### config.mk
export PLATFORM = sky130hd
export DESIGN_NAME = mem_port_arbiter
export DESIGN_NICKNAME = d
export VERILOG_FILES = /design/src/rtl/mem_port_arbiter.sv
export SDC_FILE = /design/constraint.sdc
export NUM_CORES = 1
export LEC_CHECK = 0
export CAP_MARGIN = 5
export CORE_ASPECT_RATIO = 0.6
export CORE_UTILIZATION = 40
export DETAILED_ROUTE_END_ITERATION = 10
export PLACE_DENSITY = 0.77
export SYNTH_ARGS = -nofsm -noshare
export SYNTH_HDL_FRONTEND = slang
export SYNTH_SLANG_ARGS = --single-unit
### constraint.sdc
create_clock -name clk -period 1.5 [get_ports clk]
set_input_delay 0.3 -clock clk [delete_from_list [all_inputs] [get_ports clk]]
set_output_delay 0.3 -clock clk [all_outputs]
set_load 0.02 [all_outputs]
### src/rtl/mem_port_arbiter.sv
// mem_port_arbiter: shares the unified memory data port between
// port 0 (CPU) and port 1 (loader/debug), one transaction at a time.
module mem_port_arbiter #(
    parameter int ADDR_BITS      = 16,
    parameter int DATA_BITS      = 16,
    parameter int MEM_LATENCY    = 1,
    parameter int FIXED_PRIORITY = 0
) (
    input  logic                 clk,
    input  logic                 rst,
    input  logic                 req0_valid,
    input  logic                 req0_write,
    input  logic [ADDR_BITS-1:0] req0_addr,
    input  logic [DATA_BITS-1:0] req0_wdata,
    output logic                 req0_ready,
    output logic                 req0_rvalid,
    output logic [DATA_BITS-1:0] req0_rdata,
    input  logic                 req1_valid,
    input  logic                 req1_write,
    input  logic [ADDR_BITS-1:0] req1_addr,
    input  logic [DATA_BITS-1:0] req1_wdata,
    output logic                 req1_ready,
    output logic                 req1_rvalid,
    output logic [DATA_BITS-1:0] req1_rdata,
    output logic [ADDR_BITS-1:0] mem_addr,
    output logic [DATA_BITS-1:0] mem_wdata,
    output logic                 mem_save,
    input  logic [DATA_BITS-1:0] mem_rdata,
    output logic                 busy
);
    typedef enum logic [1:0] {
        S_IDLE,
        S_ISSUE,
        S_WAIT
    } state_t;

    localparam logic [1:0] LAT = 2'(MEM_LATENCY);

    state_t               state_q, state_d;
    logic                 last_grant_q, last_grant_d;
    logic                 owner_q, owner_d;
    logic                 write_q, write_d;
    logic [ADDR_BITS-1:0] addr_q, addr_d;
    logic [DATA_BITS-1:0] wdata_q, wdata_d;
    logic [1:0]           cnt_q, cnt_d;
    logic [DATA_BITS-1:0] rdata0_q, rdata0_d;
    logic [DATA_BITS-1:0] rdata1_q, rdata1_d;
    logic                 rvalid0_q, rvalid0_d;
    logic                 rvalid1_q, rvalid1_d;
    logic                 win0, win1;
    logic                 acc0, acc1;

    // winner: lone requester, else port 0 under fixed priority,
    // else the port that was not granted last
    always_comb begin
        win0 = 1'b0;
        win1 = 1'b0;
        if (req0_valid && req1_valid) begin
            if (FIXED_PRIORITY != 0 || last_grant_q) begin
                win0 = 1'b1;
            end else begin
                win1 = 1'b1;
            end
        end else begin
            win0 = req0_valid;
            win1 = req1_valid;
        end
    end

    assign req0_ready  = rst && (state_q == S_IDLE) && win0;
    assign req1_ready  = rst && (state_q == S_IDLE) && win1;
    assign acc0        = req0_ready && req0_valid;
    assign acc1        = req1_ready && req1_valid;
    assign mem_addr    = addr_q;
    assign mem_wdata   = wdata_q;
    assign busy        = (state_q != S_IDLE);
    assign req0_rvalid = rvalid0_q;
    assign req1_rvalid = rvalid1_q;
    assign req0_rdata  = rdata0_q;
    assign req1_rdata  = rdata1_q;

    // transaction FSM: latch on accept, issue, wait, return data
    always_comb begin
        state_d      = state_q;
        last_grant_d = last_grant_q;
        owner_d      = owner_q;
        write_d      = write_q;
        addr_d       = addr_q;
        wdata_d      = wdata_q;
        cnt_d        = cnt_q;
        rdata0_d     = rdata0_q;
        rdata1_d     = rdata1_q;
        rvalid0_d    = 1'b0;
        rvalid1_d    = 1'b0;
        mem_save     = 1'b0;
        unique case (state_q)
            S_IDLE: begin
                unique case (1'b1)
                    acc0: begin
                        owner_d      = 1'b0;
                        last_grant_d = 1'b0;
                        write_d      = req0_write;
                        addr_d       = req0_addr;
                        wdata_d      = req0_wdata;
                        state_d      = S_ISSUE;
                    end
                    acc1: begin
                        owner_d      = 1'b1;
                        last_grant_d = 1'b1;
                        write_d      = req1_write;
                        addr_d       = req1_addr;
                        wdata_d      = req1_wdata;
                        state_d      = S_ISSUE;
                    end
                    default: ;
                endcase
            end
            S_ISSUE: begin
                mem_save = write_q;
                if (write_q) begin
                    state_d = S_IDLE;
                end else begin
                    state_d = S_WAIT;
                    cnt_d   = LAT;
                end
            end
            S_WAIT: begin
                if (cnt_q == 2'd1) begin
                    state_d = S_IDLE;
                    if (owner_q) begin
                        rdata1_d  = mem_rdata;
                        rvalid1_d = 1'b1;
                    end else begin
                        rdata0_d  = mem_rdata;
                        rvalid0_d = 1'b1;
                    end
                end else begin
                    cnt_d = cnt_q - 2'd1;
                end
            end
            default: state_d = S_IDLE;
        endcase
    end

    // state registers; reset abandons any transaction in flight
    always_ff @(posedge clk) begin
        if (!rst) begin
            state_q      <= S_IDLE;
            last_grant_q <= 1'b1;
            owner_q      <= 1'b0;
            write_q      <= 1'b0;
            addr_q       <= '0;
            wdata_q      <= '0;
            cnt_q        <= 2'd0;
            rdata0_q     <= '0;
            rdata1_q     <= '0;
            rvalid0_q    <= 1'b0;
            rvalid1_q    <= 1'b0;
        end else begin
            state_q      <= state_d;
            last_grant_q <= last_grant_d;
            owner_q      <= owner_d;
            write_q      <= write_d;
            addr_q       <= addr_d;
            wdata_q      <= wdata_d;
            cnt_q        <= cnt_d;
            rdata0_q     <= rdata0_d;
            rdata1_q     <= rdata1_d;
            rvalid0_q    <= rvalid0_d;
            rvalid1_q    <= rvalid1_d;
        end
    end
endmodule
==> out/qor.yml <==
floorplan:
  pin_count: 156
  num_rows: 24
  die_area_um2: 8280
  initial_core_util_pct: 42.5
  die_x_um: 117
  die_y_um: 70.9
  fp.coreArea_um2: 7450
logic_synthesis:
  synth.most_common_cell: "dfxtp_1"
  synth_common_cells: "dfxtp_1 (73), nand2_1 (67), a21oi_1 (66)"
  yosysTopAreaCellShare_pct: 46.2
  syn-num-nets: 470
  synthCells: 383
  yosysUniqueCellTypes: 34
  synth_area_leaders: "dfxtp_1 (46%), a21oi_1 (10%), a311oi_1 (8.6%)"
  synth_top_family_by_area: "compound AO/OA/AOI/OAI gates"
  yosys.area_share.simple_pct: 17.7
  synth_warnings: 0
  syn_area_um2: 3160
  synth_compound_area_share_pct: 27.2
  synth_ff_type: "dfxtp_1"
  synth.mux.area_fraction_pct: 0.633
  ys_ff_latch: 73
  yosysSeqAreaShare_pct: 46.2
  ys_async_sr_fraction_pct: 0
  synth_edf_count: 0
  syn_area_per_cell_um2: 8.26
  yosys.area_share.adder_pct: 0.396
  yosys.area.top_type: "dfxtp_1"
  synthXorXnorAreaFrac_pct: 0
grt:
  overflow: 0
  use_met1_pct: 35.9
  grt_max_degree: 34
  grtUsageMet2_pct: 45.7
  gr-usage-all-layers_pct: 28.4
  antenna_found_initial: 0
  gr-max-usage-layer: "met2"
  grt_pass1_vias: 3575
  met3_usage_pct: 7.88
  grt_pass1_wl_mm: 18.1
setup_path:
  r2r-end: "mem_addr[4]$_SDFFE_PN0P_"
  cp_max_fo: 3
  r2r_cells: 6
  critPathCaptureType: "output port"
  reg2reg_slack_ns: -0.05
  r2r-start: "state_q[1]$_SDFFE_PN0P_"
  critPathArrivalTime_ns: 1.31
  path_class: "register to output port"
  cp.required_ns: 1.20
  cp-start-kind: "register"
placed_design:
  placed_cell_area_um2: 4910
  numPortBuffers: 155
  gp_congestion: 0.874
  dp_hpwl_mm: 7.25
finish:
  utilization_pct: 74.2
  nFillCells: 584
  drive_gt1_share_pct: 17.0
  stdcell_area_um2: 5530
  fin_nets: 634
  antenna_cells: 0
  multi_input_area_um2: 1620
  seqCellArea_um2: 1460
  area_delta_synth_final_pct: 74.8
sta:
  period_share_pct: 108
  slew_viol_final: 0
  worst_slack_ns: -0.113
  fmax_mhz: 620
  min_period_ns: 1.61
  worst_pin_slew_ns: 0.436
  slew_headroom_pct: 70.5
  setup_viol: 35
  hold_violations: 0
  rsz0062_at_grt: "true"
  fin_skew_ns: 0.00264
routing:
  first_iter_violations: 337
  wire_per_inst_um: 18.3
  first_pass_iters: 4
  wl_mm: 12.0
  ant_nets: 0
  viasPerCell: 5.65
  vias: 3706
  post-route-drc-count: 0
power:
  power_per_cell_area_nw_per_um2: 1060
  leakage_uw: 0.00220
  ir_worst_vdd_mv: 0.599
worst_hold_path:
  min_from: "req1_rdata[9]$_SDFFE_PN0P_"
  hold-path-cell-count: 2
  min_delay_worst_endpoint: "req1_rdata[9]$_SDFFE_PN0P_"
  hold_path.class: "register to register"
cts:
  clock_latency_ns: 0.33
  cts_max_level: 3
  cts_made_buffers: 9
  clockBufferDepth: 2
  cts_tree: "yes"
  clkTransAtPathRegs_ns: 0.06
  cts_hold_buffers: 0
  cts-root-buf: "clkbuf_16"
  clkSinkCount: 73
status:
  status: "finished with violations"
  violations: "setup timing"
job:
  max_cap_violations: 0
==> where the power goes <==
group / total, uW / internal, uW / switching [uW]
sequential: 2150 / 2070 / 83.2
combinational: 1550 / 761 / 794
clock: 2130 / 1330 / 806
==> cell type report <==
type,count,share of cell area (%)
clock buffers,11,4.39
clock inverters,5,0.996
inverters,4,0.272
multi-input cells,265,29.3
flip-flops and latches,73,26.5
well taps,104,2.35
repair buffers,194,36.2
==> placed cells by master (no fill, tap or decap), types with 10 or more instances in the layout <==
| master | instances |
|---|---|
| a311oi_1 | 20 |
| buf_4 | 13 |
| clkdlybuf4s50_1 | 82 |
| a311oi_2 | 13 |
| nand2_1 | 66 |
| a21oi_1 | 65 |
| dfxtp_1 | 71 |
| o21ai_1 | 22 |
| nand3_1 | 31 |
| clkbuf_16 | 11 |
| buf_12 | 10 |
| dlygate4sd2_1 | 69 |
| buf_6 | 12 |
==> per-layer routing <==
metal | up-vias | routed length (um)
met5 | - | 0
met4 | 0 | 332
met3 | 34 | 938
met2 | 179 | 5540
met1 | 1779 | 5200
li1 | 1714 | -
==> state kept, by name (all words and copies together), names as in the netlist <==
name	count
state_q	2
req0_rdata	16
mem_addr	16
req0_rvalid	1
write_q	1
req1_rdata	16
mem_wdata	16
owner_q	1
last_grant_q	1
req1_rvalid	1
cnt_q	2
==> cell families after synthesis <==
family	Yosys count
compound gates	140
simple gates	122
flops	73
buf+inv	45
mux	2
fa+ha+maj	1
==> worst max-delay path by stage <==
stage	start	endpoint	slack (ns)
3_5_place_dp	rst	req1_ready	-0.77
4_1_cts	state_q[1]$_SDFFE_PN0P_	req0_ready	-0.11
2_1_floorplan	state_q[0]$_SDFFE_PN0P_	req0_ready	-0.02
3_3_place_gp	rst	req0_ready	-0.71
6_report	state_q[1]$_SDFFE_PN0P_	req1_ready	-0.11
5_1_grt	state_q[1]$_SDFFE_PN0P_	req0_ready	-0.14
==> worst max-delay path, cell delays in order (launching register included) <==
cell     delay, ns
dfxtp_2       0.33
or3b_4        0.44
nor2_4        0.10
buf_6         0.12
==> what timing repair did <==
action	CTS	global route
gates resized for setup	113	53
gates cloned	5	3
pin swaps	30	11
setup endpoints to repair	103	51
endpoints found under the hold margin	0	0
buffers inserted	7	1
==> metrics by stage <==
stage / std cells / hold slack, ns / TNS [ns] / setup WS, ns / power (uW)
after detailed placement: 626 / 0.448 / -17.87 / -0.770 / 3480
after floorplan: 383 / 0.391 / -0.0458 / -0.0229 / 2850
after global placement: 626 / 0.442 / -15.40 / -0.715 / 3450
final: 656 / 0.449 / -1.32 / -0.113 / 5840
after global routing: 656 / 0.478 / -2.44 / -0.139 / 6060
after CTS: 654 / 0.453 / -1.70 / -0.111 / 5750
Power figures use the tool's default switching activity.
